--- src/rtl/ifetch_pkg.sv ---
// Shared types and widths for the instruction-fetch unit.
package ifetch_pkg;

   localparam int          ADDR_W       = 16;
   localparam int          INSTR_W      = 16;
   localparam int          DEPTH_DEF    = 2;
   localparam logic [15:0] RESET_PC_DEF = 16'h0000;

   typedef struct packed {
      logic [INSTR_W-1:0] instr;
      logic [ADDR_W-1:0]  pc;
   } entry_t;

endpackage

--- src/rtl/ifetch_queue.sv ---
// Prefetch FIFO holding {instr, pc} pairs; supports flush and
// simultaneous push/pop (including when full).
module ifetch_queue
   import ifetch_pkg::*;
#(
   parameter int DEPTH = DEPTH_DEF
) (
   input  logic                clk,
   input  logic                rst_n,
   input  logic                flush,
   input  logic                push,
   input  logic [INSTR_W-1:0]  push_instr,
   input  logic [ADDR_W-1:0]   push_pc,
   input  logic                pop,
   output logic                valid,
   output logic                full,
   output logic [INSTR_W-1:0]  head_instr,
   output logic [ADDR_W-1:0]   head_pc
);

   localparam int PTR_W = (DEPTH > 1) ? $clog2(DEPTH) : 1;
   localparam int CNT_W = $clog2(DEPTH + 1);

   entry_t             mem_q [DEPTH];
   entry_t             mem_d [DEPTH];
   logic [PTR_W-1:0]   wr_q, wr_d;
   logic [PTR_W-1:0]   rd_q, rd_d;
   logic [CNT_W-1:0]   count_q, count_d;
   logic               pop_ok;
   logic               push_ok;
   entry_t             head;

   assign valid   = (count_q != '0);
   assign full    = (count_q == CNT_W'(DEPTH));
   assign pop_ok  = pop & valid;
   assign push_ok = push & (~full | pop_ok);

   always_comb begin
      mem_d   = mem_q;
      wr_d    = wr_q;
      rd_d    = rd_q;
      count_d = count_q;
      if (flush) begin
         wr_d    = '0;
         rd_d    = '0;
         count_d = '0;
      end else begin
         if (push_ok) begin
            mem_d[wr_q] = '{instr: push_instr, pc: push_pc};
            wr_d        = wr_q + PTR_W'(1);
         end
         if (pop_ok) rd_d = rd_q + PTR_W'(1);
         count_d = count_q + CNT_W'(push_ok) - CNT_W'(pop_ok);
      end
   end

   always_ff @(posedge clk or negedge rst_n) begin
      if (!rst_n) begin
         for (int i = 0; i < DEPTH; i++) mem_q[i] <= '0;
         wr_q    <= '0;
         rd_q    <= '0;
         count_q <= '0;
      end else begin
         mem_q   <= mem_d;
         wr_q    <= wr_d;
         rd_q    <= rd_d;
         count_q <= count_d;
      end
   end

   // Empty queue presents zeros rather than stale storage.
   assign head       = valid ? mem_q[rd_q] : '0;
   assign head_instr = head.instr;
   assign head_pc    = head.pc;

endmodule

--- src/rtl/ifetch.sv ---
// Fetch initiator: owns the PC, drives the combinational instruction
// memory and feeds decode through the prefetch queue.
module ifetch
   import ifetch_pkg::*;
#(
   parameter logic [15:0] RESET_PC = RESET_PC_DEF,
   parameter int          DEPTH    = DEPTH_DEF
) (
   input  logic        clk,
   input  logic        rst_n,
   input  logic        fetch_en,
   output logic [15:0] ram_addr,
   input  logic [15:0] ram_dout,
   input  logic        redir_valid,
   input  logic [15:0] redir_pc,
   output logic        if_valid,
   output logic [15:0] if_instr,
   output logic [15:0] if_pc,
   input  logic        id_ready
);

   logic [ADDR_W-1:0] pc_q, pc_d;
   logic              full;
   logic              push;
   logic              pop;

   // Redirect squashes both sides of the queue for this cycle.
   assign pop  = if_valid & id_ready & ~redir_valid;
   assign push = fetch_en & ~redir_valid & (~full | pop);

   always_comb begin
      pc_d = pc_q;
      unique case (1'b1)
         redir_valid: pc_d = redir_pc;
         push:        pc_d = pc_q + 16'd1;
         default:     pc_d = pc_q;
      endcase
   end

   always_ff @(posedge clk or negedge rst_n) begin
      if (!rst_n) pc_q <= RESET_PC;
      else        pc_q <= pc_d;
   end

   assign ram_addr = pc_q;

   ifetch_queue #(
      .DEPTH (DEPTH)
   ) u_queue (
      .clk        (clk),
      .rst_n      (rst_n),
      .flush      (redir_valid),
      .push       (push),
      .push_instr (ram_dout),
      .push_pc    (pc_q),
      .pop        (pop),
      .valid      (if_valid),
      .full       (full),
      .head_instr (if_instr),
      .head_pc    (if_pc)
   );

endmodule

--- config.mk ---
export PLATFORM = sky130hd
export DESIGN_NAME = ifetch
export DESIGN_NICKNAME = d
export VERILOG_FILES = /design/src/rtl/ifetch_pkg.sv /design/src/rtl/ifetch_queue.sv /design/src/rtl/ifetch.sv
export SDC_FILE = /design/constraint.sdc
export NUM_CORES = 1
export LEC_CHECK = 0
export CELL_PAD_IN_SITES_DETAIL_PLACEMENT = 1
export CELL_PAD_IN_SITES_GLOBAL_PLACEMENT = 1
export CORE_MARGIN = 2
export CORE_UTILIZATION = 43
export CTS_CLUSTER_DIAMETER = 80
export DETAILED_ROUTE_END_ITERATION = 8
export PLACE_DENSITY = 0.83
export SETUP_SLACK_MARGIN = 0.15
export SYNTH_ARGS = -nofsm -noshare
export SYNTH_HDL_FRONTEND = slang
export SYNTH_SLANG_ARGS = --single-unit
--- constraint.sdc ---
create_clock -name clk -period 2.5 [get_ports clk]
set_input_delay 0.375 -clock clk [delete_from_list [all_inputs] [get_ports clk]]
set_output_delay 0.375 -clock clk [all_outputs]
set_load 0.02 [all_outputs]
== Word-level counts from Yosys, hierarchy flattened ==
Cells that the tools add are included.

* Bitwise operators: 12
* $lt $le $gt $ge: 3
* Equality and inequality tests: 1
* Add/subtract/negate cells: 5
* Reductions and logical operators: 6
* Mux-type cells: 13

{| class="wikitable"
|+ Operators with widths
! kind !! number
|-
| $mux W32 || 5
|-
| $bwmux W64 || 1
|-
| $demux W32 S1 || 1
|-
| $pmux W16 S2 || 1
|-
| $add A16 B1 Y16 const B || 1
|-
| $reduce_bool A2 Y1 || 4
|-
| $and A1 B1 Y1 || 6
|-
| $ge A2 B2 Y1 const B || 2
|-
| $mux W1 || 4
|-
| $not A1 Y2 || 2
|-
| $add A1 B1 Y1 const B || 2
|-
| $add A2 B1 Y2 || 1
|-
| $eq A2 B2 Y1 const B || 1
|-
| $lt A2 B1 Y1 const B || 1
|-
| $mux W2 || 1
|-
| $not A1 Y1 || 2
|-
| $or A1 B1 Y1 || 2
|-
| $reduce_and A2 Y1 || 1
|-
| $sub A2 B1 Y2 || 1
|-
| $logic_and A1 B1 Y1 || 1
|}

* Input bits: 37
* Output and inout bits: 49
* Register bits: 84

== Logic depth before layout (Yosys ltp) ==
* Depth after elaboration: 9
* Gate-level depth with buffers: 10

== Hierarchy ==
Synthesis repeated with hierarchy kept, for this count alone.

* Cells, all modules: 340
* Area total of the unflattened synthesis: 4141.5 um2

{| class="wikitable"
|+ By module, submodules not included
! module !! sequential area each (um2) !! instances !! area an instance (um2) !! cells each
|-
| ifetch_queue || 1701.6 || 1 || 3209.3 || 233
|-
| ifetch || 400.4 || 1 || 932.1 || 107
|}

== Least setup slack after synthesis ==
No wires, ideal clock.

* Path kind: input -> register
* Start point: input port redir_valid
* End point: register u_queue.count_q[1]
* Stages: 9
* Slack: 0.586 ns
* Arrival time: 1.782 ns
* Library setup time: 0.132 ns
* Cells stage by stage: clkbuf_1 buf_1 nor2_1 ha_1 inv_1 ha_1 xor2_1 xnor2_1 nor2_1

* Longest elaborated chain between the ends: 8

{| class="wikitable"
|+ RTL lines
! item !! RTL line !! text
|-
| start: declaration || ifetch.sv:14 || <nowiki>input logic redir_valid,</nowiki>
|-
| $not A1 Y1 (no line) || n/a ||
|-
| $and A1 B1 Y1 || ifetch.sv:28 || <nowiki>assign pop = if_valid & id_ready & ~redir_valid;</nowiki>
|-
| $or A1 B1 Y1 / $and A1 B1 Y1 (equally long branches) || ifetch.sv:29, ifetch_queue.sv:35 ||
|-
| $and A1 B1 Y1 / $or A1 B1 Y1 (equally long branches) || ifetch.sv:29, ifetch_queue.sv:36 ||
|-
| $and A1 B1 Y1 || ifetch_queue.sv:36 || <nowiki>assign push_ok = push & (~full | pop_ok);</nowiki>
|-
| $add A2 B1 Y2 || ifetch_queue.sv:53 || <nowiki>count_d = count_q + CNT_W'(push_ok) - CNT_W'(pop_ok);</nowiki>
|-
| $sub A2 B1 Y2 || ifetch_queue.sv:53 ||
|-
| $mux W2 * || ifetch_queue.sv:43 || <nowiki>if (flush) begin</nowiki>
|-
| net u_queue.count_d[1] || ifetch_queue.sv:28 || <nowiki>logic [CNT_W-1:0] count_q, count_d;</nowiki>
|-
| end signal: assignment || ifetch_queue.sv:67 || <nowiki>count_q <= count_d;</nowiki>
|-
| end: declaration || ifetch_queue.sv:28 ||
|}

The timed path passes the listed nets; every way through them passes the cells marked *.
A chain may end at the register's enable or synchronous reset.

== Worst setup path in the final report ==
* Start point: register u_queue.rd_q
* End point: output port if_pc[14]

* Longest elaborated chain between the ends: 5

{| class="wikitable"
|+ RTL lines
! item !! RTL line !! text
|-
| start: declaration || ifetch_queue.sv:27 || <nowiki>logic [PTR_W-1:0] rd_q, rd_d;</nowiki>
|-
| start signal: assignment || ifetch_queue.sv:66 || <nowiki>rd_q <= rd_d;</nowiki>
|-
| $not A1 Y2 (implied by the code) || ifetch_queue.sv:72 || <nowiki>assign head = valid ? mem_q[rd_q] : '0;</nowiki>
|-
| $mux W32 (implied by the code) (3 in a row) || ifetch_queue.sv:72 ||
|-
| $mux W32 || ifetch_queue.sv:72 ||
|-
| end: declaration || ifetch.sv:18 || <nowiki>output logic [15:0] if_pc,</nowiki>
|}

Every way passes these cells. The select of a mux whose other input is x is not followed.

==> run_results.csv <==
group,metric,value,unit
run_status,status,"complete, no violations",
finish,stdcell_count,545,
floorplan,die_y,100.4,um
placement,io_buffers,85,
worst_hold_path,hp-class,"in2async",
clocking,cts_hold_buf,0,
global_routing,grt_usage,21.29,%
clocking,cts.sinks,84,
floorplan,rows,35,
sta,setup_ws,192.6,ps
clocking,cts_tree,"built",
critical_path,arrival,1930,ps
detailed_routing,routed_wirelength,10040,um
detailed_routing,routedWlPerCell,18.41,um
clocking,cts-htree-levels,3,
detailed_routing,drt.antenna.violating_nets,0,
sta,clock.fmax,433.4,MHz
placement,detailed_place.area,5042,um2
sta,relSlewSlack,59.45,%
sta,rsz0062_at_grt,"no",
global_routing,antenna_found_initial,0,
sta,fin_skew,6.669,ps
clocking,root_buffer,"clkbuf_8",
finish,syn_to_final_growth,33.53,%
sta,slew_viol_final,0,
finish,layout_common_cells,"83 x dfrtp_1, 63 x mux2_2, 63 x clkdlybuf4s50_1",
placement,place.gp.congestion,0.8065,
critical_path,max_stage_delay,650,ps
sta,hold_violations,0,
detailed_routing,drt_first_pass_iters,4,
critical_path,critPathRequiredTime,2120,ps
global_routing,grt_max_degree,46,
logic_synthesis,syn_area_per_cell,11.88,um2
detailed_routing,vias,2916,
clocking,clk-insertion-delay-late,350,ps
critical_path,endpoint_kind,"primary output",
sta,tightest_slew,608.3,ps
sta,tns,0,ps
logic_synthesis,synthDistinctLibCells,38,
floorplan,die_x,100.4,um
logic_synthesis,ys_ff_latch,84,
detailed_routing,drc,0,
floorplan,core_area,9109,um2
critical_path,crit_type,"reg2out",
logic_synthesis,synth_area,3993,um2
finish,drive_gt1_share,23.96,%
clocking,numCtsBuffers,9,
critical_path,path_cells,"buf_4 -> mux2i_1 -> nor2_1 -> clkdlybuf4s50_1",
detailed_routing,drt-initial-drc-count,65,
pwr,power.density,871.7,nW/um2
global_routing,grt_pass1_wl,16430,um
sta,setup_viol,0,
sta,timing.hold.ws,23.38,ps
floorplan,dieArea,10070,um2
finish,final_common_cell,"dfrtp_1",
clocking,cts_buffer_depth,2,
finish,stdcell_area,5331,um2
critical_path,worstPathMaxFanout,8,
pwr,peakVddDrop,0.3266,mV
logic_synthesis,yosys_warnings,0,
placement,dp.cells,526,
floorplan,start_util,43.83,%
sta,fin_crit_sh,92.29,%
floorplan,boundaryPins,86,
run,max-cap-violations,0,
logic_synthesis,synth_nets,376,
critical_path,slowest_stage,"clkdlybuf4s50_1",
finish,nets,469,
global_routing,overflow,0,
logic_synthesis,syn_inst,336,
finish,num_antenna_cells,0,
clocking,path_clk_slew,80,ps
placement,dp_slack,109.0,ps
critical_path,startpoint_type,"flip-flop",
detailed_routing,viasPerCell,5.350,
pwr,p_leak,2.495,nW
logic_synthesis,yosysSeqAreaShare,52.65,%
global_routing,grt_pass1_vias,3169,
placement,hpwl,7202,um
sta,fin_crit,2307,ps
through the flow:
stage,util [%],power [mW]
after floorplan,-,2.975
after global placement,55.36,3.588
after detailed placement,55.36,3.687
after CTS,57.88,4.702
after global routing,58.53,4.914
final,58.53,4.647
critical path, delay by kind of cell, from the launching register on:
kind / cells / cell delay, ps
buffers and inverters: 2 / 850
flip-flops: 1 / 510
multiplexers: 1 / 130
AND/OR/NAND/NOR: 1 / 90
worst paths after layout:
check | startpoint | endpoint | slack (ps) | cells past startpoint
max | u_queue.rd_q | if_pc[14] | 190 | 4
min | rst_n | u_queue.mem_q[19] | 20 | 1
max reg2reg | u_queue.count_q[1] | u_queue.mem_q[15] | 430 | 5
min reg2reg | u_queue.mem_q[48] | u_queue.mem_q[48] | 500 | 1
max in group asynchronous | rst_n | u_queue.rd_q | 1820 | 2
min in group clk | u_queue.mem_q[48] | u_queue.mem_q[48] | 500 | 1
repair_timing:
action / CTS / global route
pin swaps: 0 / 0
setup endpoints to repair: 25 / 28
resized for setup: 3 / 22
setup buffers: 3 / 0
cell families after synthesis:
family	count (synthesis)	synth area share (%)
simple gates	94	11.66
mux	97	26.32
fa+ha+maj	3	0.9402
buf+inv	25	2.601
xor+xnor	11	2.413
flops	84	52.65
compound gates	22	3.416
cell usage after synthesis, drive strengths merged:
cell type  instances  area (um2)
or2                1       6.260
a31oi              5       31.28
nor3b              2       20.02
a311o              1       10.01
or4                2       18.77
nor4               2       12.51
xor2               6       52.55
mux2i             33       330.3
and3               2       12.51
xnor2              5       43.79
ha                 3       37.54
and2               1       6.260
dfrtp             84        2102
buf                9       43.79
a211oi             1       7.510
clkbuf            10       37.54
nor2b              2       12.51
nand4              6       52.55
nor3               3       15.01
a221o              1       10.01
mux2              64       720.7
inv                6       22.52
or3                5       32.53
nand2b             1       6.260
o31ai              1       7.510
o21ai             12       60.06
nand3              3       15.01
or3b               1       8.760
o211a              1       10.01
nand2             14       52.55
nor4b              2       17.52
nor2              47       176.4
layout make-up:
cell class | count | area (um2)
sequential | 84 | 2106
clock buffer | 12 | 155.1
multi-input combinational | 227 | 1799
timing repair buffer | 101 | 1062
fill | 956 | 3777
clock inverter | 4 | 47.55
tap | 111 | 138.9
inverter | 6 | 22.52
per-layer routing:
metal / global-route usage (%) / share of wire (%) / wire (um) / up-vias
li1: - / - / - / 1363
met1: 27.69 / 46 / 4574 / 1471
met2: 36.24 / 49 / 4966 / 71
met3: 4.248 / 3.6 / 362 / 11
met4: 6.112 / 1.3 / 133 / 0
met5: 0 / 0 / 0 / -
power breakdown:
group          leakage, nW  internal (mW)  switching, mW  total [mW]
Sequential           0.999           1.77          0.279        2.05
Combinational         1.39          0.855          0.757        1.61
Clock                0.102          0.513          0.469       0.983
Total                 2.50           3.14           1.50        4.65
sequential cells by signal, summed over array words and instances, names as in the netlist:
register	cells
u_queue.mem_q	64
ram_addr	16
u_queue.count_q	2
u_queue.rd_q	1
u_queue.wr_q	1
Note: power is estimated with default switching activity, not from simulation.
